File: src/rtl/div_scheduler.sv
// Round-robin scheduler sharing one fixed-latency divider among REQ_NUM requesters.
// Response DIV_LAT+2 cycles after acceptance (1 cycle on overflow/div-by-zero); holds until rsp_ready.
module div_scheduler #(
  parameter int WIDTH   = 4,
  parameter int REQ_NUM = 4,
  parameter int DIV_LAT = WIDTH + 1,
  localparam int IDW    = (REQ_NUM > 1) ? $clog2(REQ_NUM) : 1,
  localparam int CW     = $clog2(DIV_LAT + 1)
) (
  input  logic                       clk,
  input  logic                       rst_n,
  input  logic [REQ_NUM-1:0]         req_valid,
  output logic [REQ_NUM-1:0]         req_ready,
  input  logic [REQ_NUM*2*WIDTH-1:0] req_dividend,
  input  logic [REQ_NUM*WIDTH-1:0]   req_divisor,
  output logic                       rsp_valid,
  input  logic                       rsp_ready,
  output logic [IDW-1:0]             rsp_id,
  output logic [WIDTH-1:0]           rsp_quotient,
  output logic [WIDTH-1:0]           rsp_remainder,
  output logic                       rsp_err,
  output logic                       div_din_valid,
  output logic [2*WIDTH-1:0]         div_dividend,
  output logic [WIDTH-1:0]           div_divisor,
  input  logic [WIDTH-1:0]           div_dout,
  input  logic [WIDTH-1:0]           div_remainder,
  output logic                       busy
);

  typedef enum logic [1:0] {IDLE, ISSUE, WAIT, RESP} state_t;

  localparam logic [IDW:0] RN_W = (IDW+1)'(REQ_NUM);

  state_t             state, state_nxt;
  logic [IDW-1:0]     rr_ptr;
  logic [CW-1:0]      cnt;
  logic [2*WIDTH-1:0] cap_dvd;
  logic [WIDTH-1:0]   cap_dvs;

  logic               found;
  logic [IDW-1:0]     gnt_idx;
  logic [IDW:0]       scan;
  logic [2*WIDTH-1:0] sel_dvd;
  logic [WIDTH-1:0]   sel_dvs;
  logic               sel_err;
  logic               accept;

  // First requesting index at or above rr_ptr, wrapping modulo REQ_NUM.
  always_comb begin
    found   = 1'b0;
    gnt_idx = '0;
    scan    = '0;
    for (int k = 0; k < REQ_NUM; k++) begin
      scan = {1'b0, rr_ptr} + (IDW+1)'(k);
      if (scan >= RN_W) scan = scan - RN_W;
      if (!found && req_valid[scan[IDW-1:0]]) begin
        found   = 1'b1;
        gnt_idx = scan[IDW-1:0];
      end
    end
  end

  assign sel_dvd = req_dividend[gnt_idx*(2*WIDTH) +: 2*WIDTH];
  assign sel_dvs = req_divisor[gnt_idx*WIDTH +: WIDTH];
  // Upper half >= divisor means the quotient cannot fit; also catches divisor 0.
  assign sel_err = (sel_dvd[2*WIDTH-1:WIDTH] >= sel_dvs);
  assign accept  = (state == IDLE) && found;

  always_comb begin
    req_ready = '0;
    if (state == IDLE && rst_n && found) req_ready[gnt_idx] = 1'b1;
  end

  always_comb begin
    state_nxt = state;
    case (state)
      IDLE:    if (accept) state_nxt = sel_err ? RESP : ISSUE;
      ISSUE:   state_nxt = WAIT;
      WAIT:    if (cnt == CW'(1)) state_nxt = RESP;
      RESP:    if (rsp_ready) state_nxt = IDLE;
      default: state_nxt = IDLE;
    endcase
  end

  always_ff @(posedge clk) begin
    if (!rst_n) begin
      state         <= IDLE;
      rr_ptr        <= '0;
      cnt           <= '0;
      cap_dvd       <= '0;
      cap_dvs       <= '0;
      rsp_id        <= '0;
      rsp_quotient  <= '0;
      rsp_remainder <= '0;
      rsp_err       <= 1'b0;
    end else begin
      state <= state_nxt;
      case (state)
        IDLE: begin
          if (accept) begin
            cap_dvd <= sel_dvd;
            cap_dvs <= sel_dvs;
            rsp_id  <= gnt_idx;
            rr_ptr  <= (gnt_idx == IDW'(REQ_NUM-1)) ? '0 : gnt_idx + 1'b1;
            rsp_err <= sel_err;
            if (sel_err) begin
              rsp_quotient  <= '1;
              rsp_remainder <= '0;
            end
          end
        end
        ISSUE: cnt <= CW'(DIV_LAT);
        WAIT: begin
          if (cnt == CW'(1)) begin
            cnt           <= '0;
            rsp_quotient  <= div_dout;
            rsp_remainder <= div_remainder;
          end else begin
            cnt <= cnt - 1'b1;
          end
        end
        default: ;
      endcase
    end
  end

  assign busy          = (state != IDLE);
  assign rsp_valid     = (state == RESP);
  assign div_din_valid = (state == ISSUE);
  assign div_dividend  = (state == ISSUE || state == WAIT) ? cap_dvd : '0;
  assign div_divisor   = (state == ISSUE || state == WAIT) ? cap_dvs : '0;

endmodule

File: config.mk
export PLATFORM = sky130hd
export DESIGN_NAME = div_scheduler
export DESIGN_NICKNAME = d
export VERILOG_FILES = /design/src/rtl/div_scheduler.sv
export SDC_FILE = /design/constraint.sdc
export NUM_CORES = 1
export LEC_CHECK = 0
export CELL_PAD_IN_SITES_DETAIL_PLACEMENT = 0
export CELL_PAD_IN_SITES_GLOBAL_PLACEMENT = 2
export CORE_UTILIZATION = 21
export CTS_CLUSTER_DIAMETER = 150
export DETAILED_ROUTE_END_ITERATION = 16
export HOLD_SLACK_MARGIN = 0.08
export PLACE_DENSITY = 0.83
export SKIP_CTS_REPAIR_TIMING = 1
export SKIP_LAST_GASP = 1
export SYNTH_ARGS = -nofsm -noshare
export SYNTH_HDL_FRONTEND = slang
export SYNTH_SLANG_ARGS = --single-unit
File: constraint.sdc
create_clock -name clk -period 2.95 [get_ports clk]
set_clock_uncertainty 0.2 [all_clocks]
set_input_delay 0.295 -clock clk [delete_from_list [all_inputs] [get_ports clk]]
set_output_delay 0.295 -clock clk [all_outputs]
set_load 0.02 [all_outputs]
==> results.sh <==
export IMPL_status="finished, final reports clean"
export IMPL_hold_end="cap_dvd[1]$_SDFFE_PN0P_"
export IMPL_hp_class="reg -> reg"
export IMPL_clkTransAtPathRegs_ns=0.07
export IMPL_tightestPinTransition_ns=0.566
export IMPL_cts_tree="built"
export IMPL_antenna_left=0
export IMPL_yosysUniqueCellTypes=42
export IMPL_dp_hpwl_um=4990
export IMPL_whs_path_depth=2
export IMPL_drt_total_wl_um=6510
export IMPL_row_count=35
export IMPL_post_route_period_util_pct=98.0
export IMPL_ff2ff_path_depth=13
export IMPL_via_per_inst=4.51
export IMPL_fillCellCount=931
export IMPL_yosysSeqAreaShare_pct=29.5
export IMPL_r2r_start="rr_ptr[0]$_SDFFE_PN0P_"
export IMPL_cts_sinks=30
export IMPL_placed_cell_area_um2=3180
export IMPL_grt_pass1_vias=2147
export IMPL_wire_per_inst_um=14.1
export IMPL_ys_flop_type="dfxtp_1"
export IMPL_pin_count=93
export IMPL_path_depth=13
export IMPL_synth_edf_count=0
export IMPL_fin_area_um2=3510
export IMPL_area_growth_pct=72.4
export IMPL_fmax_ghz=0.346
export IMPL_crit_buf_inv=3
export IMPL_final_cell_mix="85 x clkdlybuf4s50_1, 29 x dfxtp_1, 19 x buf_4, 17 x nand3_1, 16 x mux2i_1"
export IMPL_initial_core_util_pct=21.8
export IMPL_syn_nets=299
export IMPL_path_cells="buf_4 > a21oi_2 > o22a_2 > buf_12 > buf_6 > mux2i_2 > mux2_4 > ha_2 > o21ai_2 > nand2b_4 > o21a_4 > nor2_4 > o221a_1"
export IMPL_ys_ff_latch=30
export IMPL_setup_viol=0
export IMPL_synth_area_um2=2030
export IMPL_finalHoldViolCount=0
export IMPL_track_usage_pct=13.0
export IMPL_gr_total_overflow=0
export IMPL_core_um2=9330
export IMPL_cts_made_buffers=5
export IMPL_dieWidth_um=100
export IMPL_max_vdd_ir_drop_mv=0.246
export IMPL_min_period_ns=2.89
export IMPL_post_route_drc_count=0
export IMPL_slew_viol_final=0
export IMPL_final_core_util_pct=37.6
export IMPL_async_flop_share_pct=0
export IMPL_n_antenna_cell=0
export IMPL_leakagePower_nw=1.43
export IMPL_placedCellCount=451
export IMPL_cts_max_level=2
export IMPL_cp_arrival_ns=2.86
export IMPL_cap_violations=0
export IMPL_grt_pass1_wl_um=10300
export IMPL_root_buffer="clkbuf_8"
export IMPL_fp_dieArea_um2=10100
export IMPL_worstSkewPairLatency_ns=0.28
export IMPL_setup_tns_ns=0
export IMPL_final_common_cell="clkdlybuf4s50_1"
export IMPL_worst_slack_ns=0.0588
export IMPL_slew_headroom_pct=62.2
export IMPL_nets=409
export IMPL_dpl_worst_slack_ns=-0.555
export IMPL_worst_setup_path_start_kind="flop"
export IMPL_critPathKind="reg -> reg"
export IMPL_rsz0062_at_grt="yes"
export IMPL_die_h_um=100
export IMPL_antenna_found_initial=0
export IMPL_grt_max_degree=34
export IMPL_yosysWarnings=0
export IMPL_port_buffers=92
export IMPL_drt_pass1_iter_count=4
export IMPL_power_density_nw_per_um2=796
export IMPL_rrSetupSlack_ns=0.06
export IMPL_drive_above_1_share_pct=20.4
export IMPL_critPathCaptureType="flop"
export IMPL_slowest_stage="dfxtp_4"
export IMPL_worstHoldStart="cap_dvd[1]$_SDFFE_PN0P_"
export IMPL_syn_inst=222
export IMPL_required_ns=2.92
export IMPL_vias=2083
export IMPL_drtIter0Drc=28
export IMPL_cp_top_family="compound AO/OA/AOI/OAI gates"
export IMPL_reg2reg_to="rsp_quotient[1]$_SDFFE_PN0P_"
export IMPL_avgSynthCellArea_um2=9.16
export IMPL_layoutNonFillerInstCount=462
export IMPL_gp_congestion=0.858
export IMPL_clock_path_buffers=2
export IMPL_critPathMaxFanout=7
export IMPL_max_stage_delay_ns=0.36
-- sequential cells by signal, summed over array words and instances (netlist names) --
register and flops:
rsp_remainder 4, cap_dvd 8, cnt 3, state 2
rsp_quotient 4, rsp_err 1, rsp_id 2, cap_dvs 4
rr_ptr 2
-- per-stage QoR --
| stage | power (mW) | hold WS, ns |
|---|---|---|
| after floorplan | 1.63 | 0.242 |
| after detailed placement | 2.24 | 0.270 |
| after global placement | 2.22 | 0.259 |
| after global routing | 3.00 | 0.306 |
| after CTS | 2.60 | 0.284 |
| final | 2.79 | 0.278 |
-- power breakdown --
part,internal (mW),leakage [nW],switching (mW)
clock network,0.188,0.0482,0.154
logic,0.909,1.13,0.899
registers,0.553,0.248,0.0885
-- synth_stat cells, drive strengths merged (8+ instances only) --
library cell	count	area, um^2
ha	14	175
o21ai	9	48.8
nand2	14	55.1
inv	11	41.3
mux2i	28	280
nand3	17	85.1
dfxtp	30	601
o221ai	13	114
a21boi	10	75.1
buf	8	61.3
and2	14	87.6
nor2	8	32.5
-- worst reg2reg max path, stage by stage, from the launching register on --
cell and delay (ns):
dfxtp_4 0.36, buf_4 0.14, a21oi_2 0.12, o22a_2 0.19
buf_12 0.14, buf_6 0.13, mux2i_2 0.24, mux2_4 0.18
ha_2 0.27, o21ai_2 0.17, nand2b_4 0.16, o21a_4 0.16
nor2_4 0.05, o221a_1 0.24
-- final cells by class --
class                           instances  area (um^2)  area share, %
Clock buffer                            7         86.3           2.46
Clock inverter                          1         5.00          0.143
Inverter                               11         41.3           1.18
Multi-Input combinational cell        167         1450           41.4
Sequential cell                        30          604           17.2
Tap cell                              129          161           4.60
Timing Repair Buffer                  117         1160           33.0
-- how the worst max path moves through the flow --
stage,to,from
after floorplan,rsp_quotient[0]$_SDFFE_PN0P_,rr_ptr[0]$_SDFFE_PN0P_
after global placement,rsp_quotient[0]$_SDFFE_PN0P_,req_valid[0]
after detailed placement,rsp_quotient[3]$_SDFFE_PN0P_,req_valid[1]
after CTS,req_ready[0],req_valid[1]
after global routing,rsp_quotient[1]$_SDFFE_PN0P_,rr_ptr[1]$_SDFFE_PN0P_
final,rsp_quotient[1]$_SDFFE_PN0P_,rr_ptr[0]$_SDFFE_PN0P_
-- metal layers --
layer  up-vias  wire [um]  track usage [%]
met5         -          0                0
met3         6        351             3.69
met2        71       3210             22.8
met1       980       2880             15.8
met4         0         57             2.68
li1       1026          -                -
-- cell families after synthesis --
kind of cell | Yosys count | share of synthesized area [%]
simple gates | 67 | 17.5
compound gates | 54 | 21.5
mux | 32 | 16.0
flops | 30 | 29.5
buf+inv | 25 | 6.89
fa+ha+maj | 14 | 8.62
Note: power is estimated with default switching activity, not from simulation.
